===== config.mk =====
export PLATFORM = sky130hd
export DESIGN_NAME = mem_host_initiator
export DESIGN_NICKNAME = d
export VERILOG_FILES = /design/src/rtl/mem_host_pkg.sv /design/src/rtl/mem_host_checker.sv /design/src/rtl/mem_host_initiator.sv
export SDC_FILE = /design/constraint.sdc
export NUM_CORES = 1
export LEC_CHECK = 0
export CAP_MARGIN = 30
export CORE_MARGIN = 2
export CORE_UTILIZATION = 47
export CTS_CLUSTER_DIAMETER = 120
export DETAILED_ROUTE_END_ITERATION = 6
export PLACE_DENSITY = 0.87
export SLEW_MARGIN = 15
export SYNTH_ARGS = -nofsm -noshare
export SYNTH_HDL_FRONTEND = slang
export SYNTH_SLANG_ARGS = --single-unit
export TNS_END_PERCENT = 10

===== constraint.sdc =====
create_clock -name clk -period 2 [get_ports clk]
set_input_delay 0.6 -clock clk [delete_from_list [all_inputs] [get_ports clk]]
set_output_delay 0.6 -clock clk [all_outputs]
set_load 0.1 [all_outputs]

===== src/rtl/mem_host_pkg.sv =====
// Shared types and defaults for the scratch-RAM host initiator.
// Holds the FSM state encoding and the idle levels of the RAM control pins.
package mem_host_pkg;

  localparam int ADDR_W_DEF = 4;
  localparam int DATA_W_DEF = 8;
  localparam int LEN_W_DEF  = 4;

  localparam logic CE_N_IDLE = 1'b1;
  localparam logic LR_N_IDLE = 1'b1;

  typedef enum logic [1:0] {
    IDLE  = 2'd0,
    WRITE = 2'd1,
    READ  = 2'd2,
    DRAIN = 2'd3
  } state_t;

endpackage


===== src/rtl/mem_host_checker.sv =====
// Read-data checker: compares each returned beat against base+i, registered with rsp_valid.
// Sticky err_flag plus an error counter that saturates at 255.
module mem_host_checker
  import mem_host_pkg::*;
#(
  parameter int DATA_W = DATA_W_DEF
) (
  input  logic              clk,
  input  logic              rst_n,
  input  logic              start,
  input  logic [DATA_W-1:0] base,
  input  logic              sample,
  input  logic [DATA_W-1:0] rdata,
  output logic              err_flag,
  output logic [7:0]        err_count
);

  logic [DATA_W-1:0] exp_q, exp_d;
  logic              err_flag_q, err_flag_d;
  logic [7:0]        err_count_q, err_count_d;

  always_comb begin
    exp_d       = exp_q;
    err_flag_d  = err_flag_q;
    err_count_d = err_count_q;
    if (start) begin
      exp_d = base;
    end else if (sample) begin
      exp_d = exp_q + DATA_W'(1);
    end
    if (sample && (rdata != exp_q)) begin
      err_flag_d = 1'b1;
      if (err_count_q != 8'hFF) begin
        err_count_d = err_count_q + 8'd1;
      end
    end
  end

  always_ff @(posedge clk or negedge rst_n) begin
    if (!rst_n) begin
      exp_q       <= '0;
      err_flag_q  <= 1'b0;
      err_count_q <= '0;
    end else begin
      exp_q       <= exp_d;
      err_flag_q  <= err_flag_d;
      err_count_q <= err_count_d;
    end
  end

  assign err_flag  = err_flag_q;
  assign err_count = err_count_q;

endmodule


===== src/rtl/mem_host_initiator.sv =====
// Burst initiator for the scratch-RAM pins: pins follow accept by one cycle, read data returns 3 edges after accept.
// cmd_ready only in IDLE (held-off commands wait, never dropped); read checking under MEM_HOST_VERIFY_EN.
module mem_host_initiator
  import mem_host_pkg::*;
#(
  parameter int ADDR_W = ADDR_W_DEF,
  parameter int DATA_W = DATA_W_DEF,
  parameter int LEN_W  = LEN_W_DEF
) (
  input  logic              clk,
  input  logic              rst_n,
  input  logic              cmd_valid,
  output logic              cmd_ready,
  input  logic              cmd_write,
  input  logic [ADDR_W-1:0] cmd_addr,
  input  logic [LEN_W-1:0]  cmd_len,
  input  logic [DATA_W-1:0] cmd_data,
  output logic              rsp_valid,
  output logic [DATA_W-1:0] rsp_data,
  output logic              busy,
  output logic [ADDR_W-1:0] mem_addr,
  output logic              mem_ce_n,
  output logic              mem_lr_n,
  output logic [DATA_W-1:0] mem_wdata,
  input  logic [DATA_W-1:0] mem_rdata,
  output logic              err_flag,
  output logic [7:0]        err_count
);

  state_t            state_q, state_d;
  logic [LEN_W-1:0]  len_q, len_d;
  logic [LEN_W-1:0]  cnt_q, cnt_d;
  logic [ADDR_W-1:0] mem_addr_q, mem_addr_d;
  logic [DATA_W-1:0] mem_wdata_q, mem_wdata_d;
  logic              mem_ce_n_q, mem_ce_n_d;
  logic              mem_lr_n_q, mem_lr_n_d;
  logic              rd_pend_q, rd_pend_d;
  logic              rsp_valid_q, rsp_valid_d;
  logic [DATA_W-1:0] rsp_data_q, rsp_data_d;

  assign cmd_ready = (state_q == IDLE);
  assign busy      = (state_q != IDLE);

  always_comb begin
    state_d     = state_q;
    len_d       = len_q;
    cnt_d       = cnt_q;
    mem_addr_d  = mem_addr_q;
    mem_wdata_d = mem_wdata_q;
    mem_ce_n_d  = CE_N_IDLE;
    mem_lr_n_d  = LR_N_IDLE;
    // A read issued this cycle is captured by the RAM at the coming edge and sampled one edge later.
    rd_pend_d   = ~mem_ce_n_q;
    rsp_valid_d = rd_pend_q;
    rsp_data_d  = rd_pend_q ? mem_rdata : rsp_data_q;

    case (state_q)
      IDLE: begin
        if (cmd_valid) begin
          len_d       = cmd_len;
          cnt_d       = '0;
          mem_addr_d  = cmd_addr;
          mem_wdata_d = cmd_data;
          if (cmd_write) begin
            state_d    = WRITE;
            mem_lr_n_d = 1'b0;
          end else begin
            state_d    = READ;
            mem_ce_n_d = 1'b0;
          end
        end
      end
      WRITE: begin
        if (cnt_q == len_q) begin
          state_d = IDLE;
        end else begin
          cnt_d       = cnt_q + LEN_W'(1);
          mem_addr_d  = mem_addr_q + ADDR_W'(1);
          mem_wdata_d = mem_wdata_q + DATA_W'(1);
          mem_lr_n_d  = 1'b0;
        end
      end
      READ: begin
        if (cnt_q == len_q) begin
          state_d = DRAIN;
        end else begin
          cnt_d      = cnt_q + LEN_W'(1);
          mem_addr_d = mem_addr_q + ADDR_W'(1);
          mem_ce_n_d = 1'b0;
        end
      end
      DRAIN: begin
        state_d = IDLE;
      end
      default: begin
        state_d = IDLE;
      end
    endcase
  end

  always_ff @(posedge clk or negedge rst_n) begin
    if (!rst_n) begin
      state_q     <= IDLE;
      len_q       <= '0;
      cnt_q       <= '0;
      mem_addr_q  <= '0;
      mem_wdata_q <= '0;
      mem_ce_n_q  <= CE_N_IDLE;
      mem_lr_n_q  <= LR_N_IDLE;
      rd_pend_q   <= 1'b0;
      rsp_valid_q <= 1'b0;
      rsp_data_q  <= '0;
    end else begin
      state_q     <= state_d;
      len_q       <= len_d;
      cnt_q       <= cnt_d;
      mem_addr_q  <= mem_addr_d;
      mem_wdata_q <= mem_wdata_d;
      mem_ce_n_q  <= mem_ce_n_d;
      mem_lr_n_q  <= mem_lr_n_d;
      rd_pend_q   <= rd_pend_d;
      rsp_valid_q <= rsp_valid_d;
      rsp_data_q  <= rsp_data_d;
    end
  end

  assign mem_addr  = mem_addr_q;
  assign mem_wdata = mem_wdata_q;
  assign mem_ce_n  = mem_ce_n_q;
  assign mem_lr_n  = mem_lr_n_q;
  assign rsp_valid = rsp_valid_q;
  assign rsp_data  = rsp_data_q;

`ifdef MEM_HOST_VERIFY_EN
  mem_host_checker #(
    .DATA_W (DATA_W)
  ) u_checker (
    .clk       (clk),
    .rst_n     (rst_n),
    .start     (cmd_valid & cmd_ready & ~cmd_write),
    .base      (cmd_data),
    .sample    (rd_pend_q),
    .rdata     (mem_rdata),
    .err_flag  (err_flag),
    .err_count (err_count)
  );
`else
  assign err_flag  = 1'b0;
  assign err_count = '0;
`endif

endmodule


==> results by group <==
Clock network
  – Number of H-tree levels: 2
  – CTS max path bufs: 2
  – Skew-Pair Late Insertion Delay: 0.29 ns
  – Hold_buf cts: 0
  – TritonCTS sink count: 34
  – CTS tree: done
  – TritonCTS Buffers: 5
  – CTS Root Cell: clkbuf_8
  – Clock-pin slew on the worst setup and hold paths: 0.08 ns

Placement
  – I/O Buffers: 52
  – GP Congestion: 0.8768
  – DP Worst Slack: -0.07209 ns
  – Placed Cells: 303
  – Detailed Place HPWL: 3542 um

Logic synthesis
  – Area share of the largest cell type after synthesis: 0.4015
  – Syn Inst Count: 204
  – Leading area contributor after synthesis: dfrtp_1
  – Synthesized area per cell: 9.777 um2
  – Sequential cell area fraction in the yosys report: 0.4279
  – Synthesis warning total: 0
  – Top cells by count, synth: dfrtp_1 (32), nand2_1 (18), mux2_2 (17), nand3_1 (17), buf_4 (9)
  – Ranking of synthesized cells by area: dfrtp_1 (40%), mux2_2 (9.6%), nand3_1 (4.3%), ha_1 (3.8%), buf_4 (3.4%)
  – Ys async rst share: 1.000
  – FF+latch count, synth: 34
  – Synth unique cells: 42
  – Most instantiated library cell after synthesis: dfrtp_1
  – Mapped Area: 0.001994 mm2
  – Number of enable flip-flop cells after synthesis: 0
  – Top FF cell, synth: dfrtp_1

Status
  – Status: finished clean

Floorplanning
  – DIE AREA: 0.004780 mm2
  – Core area: 0.004029 mm2
  – Initial core utilization: 0.4950
  – Io pins: 62
  – Die width: 69.14 um
  – # rows: 23
  – Die Y: 69.14 um

Finish
  – Nets: 296
  – Share of layout cells above drive strength 1: 0.2700
  – Number of antenna diodes: 0
  – Area Growth Syn to Fin: 49.00%
  – Fin cells: 313

Job
  – Max Cap Viol: 0

Route
  – Initial DRC Count: 134
  – # DRC: 0
  – Routed wire per std cell: 16.33 um
  – Drt pass-1 iters: 4
  – Vias/cell: 5.869
  – Via count: 1837
  – WL final: 5110 um
  – Post-route ant nets: 0

Critical path
  – CP endpoint kind: primary output
  – Worst Path Required: 1.40 ns
  – Crit path max fanout: 3
  – Crit Path Category: reg2out
  – Worst reg2reg startpoint: state_q[0]
  – Data arrival time of the critical path: 1.27 ns
  – Worst reg-to-reg setup slack: 0.16 ns
  – Worst r2r dst: mem_addr[2]
  – Reg2Reg Depth: 9
  – Worst Setup Start Kind: flop

Hold path
  – Min-delay src: mem_ce_n
  – Worst min path class: reg2reg
  – WHS Endpoint: rd_pend_q
  – Min-Delay Path Depth: 1

GRT
  – First-pass GRT wire length: 8714 um
  – Vias in the first global route: 1851
  – Initial antenna violation count: 0
  – Largest net degree at the start of global routing: 35
  – All-layer global routing usage: 0.2265
  – Congestion Overflow GR: 0

STA
  – Part of the cycle the worst path needs: 0.9333
  – Final Hold Viols: 0
  – Fin Setup TNS: 0 ns
  – Tmin final: 1.867 ns
  – Setup ws final: 0.1335 ns
  – RSZ-0062 raised after global routing: no
  – Achievable clock frequency: 535.8 MHz
  – Final slew viol count: 0
  – Setup violations, final: 0
  – Clk_skew: 0.009426 ns
worst max-delay path: stages (launching register included):
cell	delay (ns)
dfrtp_1	0.41
inv_2	0.09
ha_4	0.17
clkinvlp_4	0.12
buf_12	0.18
sequential cells by signal (all words and copies together), names as in the netlist:
name and count:
state_q 2, mem_lr_n 1, mem_wdata 8, len_q 4, cnt_q 4, rsp_data 8
rsp_valid 1, mem_addr 4, rd_pend_q 1, mem_ce_n 1
through the flow:
step | cell area, um2 | hold slack, ns | utilization
2_1_floorplan | 2051 | 0.3044 | -
3_3_place_gp | 2830 | 0.4380 | 0.7025
3_5_place_dp | 2830 | 0.4625 | 0.7025
4_1_cts | 2972 | 0.4944 | 0.7376
5_1_grt | 2972 | 0.5065 | 0.7376
6_report | 2972 | 0.4913 | 0.7376
kinds of logic (layout without fill, tap and decap cells):
family,Yosys count,count (layout),share of synthesized area
buffers and inverters,29,80,0.07841
DFF,34,34,0.4279
other,1,9,0.001880
adders and majority gates,6,6,0.03764
and+or+nand+nor,68,68,0.1788
AOI/OAI and AO/OA,41,41,0.1418
muxes,21,21,0.1161
xor gates and xnor gates,4,4,0.01756
final cells by class:
type	instances	area [um2]
Multi-Input combinational cell	149	1027
Timing Repair Buffer	66	888.4
Sequential cell	34	853.3
Tap cell	50	62.56
Fill cell	273	1057
Clock buffer	5	68.82
Clock inverter	3	45.04
Inverter	6	26.28
how the worst max path moves through the flow:
| stage | from | cells past startpoint | slack [ns] | end |
|---|---|---|---|---|
| floorplan | state_q[1] | 7 | -0.07 | state_q[0] |
| global placement | cmd_valid | 5 | -0.01 | mem_wdata[7] |
| detailed placement | cmd_valid | 5 | -0.07 | mem_wdata[5] |
| CTS | state_q[0] | 4 | 0.14 | busy |
| global route | state_q[0] | 9 | 0.06 | mem_addr[2] |
| finish | state_q[0] | 4 | 0.13 | busy |
repair_timing:
item / CTS / global route
setup endpoints to repair: 1 / 0
endpoints found under the hold margin: 0 / 0
setup buffers: 2 / 0
resized for setup: 0 / 0
layout by cell type, fill, tap and decap left out, types with 7 or more instances in the layout:
cell             Yosys  routed
buf_4                9      13
o21ai_0              7       7
nand3_1             17      17
mux2_2              17      17
clkdlybuf4s50_1      0      27
dfrtp_1             32      32
o22ai_1              7       7
conb_1               1       9
nand2_1             18      18
buf_12               0      26
nor3_1               7       7
routing by layer:
| metal | up-vias | wire [um] | global-route usage |
|---|---|---|---|
| met5 | - | 0 | 0 |
| met4 | 0 | 112 | 0.08932 |
| met3 | 10 | 359 | 0.05263 |
| li1 | 844 | - | - |
| met2 | 93 | 2683 | 0.3996 |
| met1 | 890 | 1954 | 0.2643 |
Power is not shown: default switching activity piles up to over one toggle a cycle in this logic, so the estimate is an artifact.
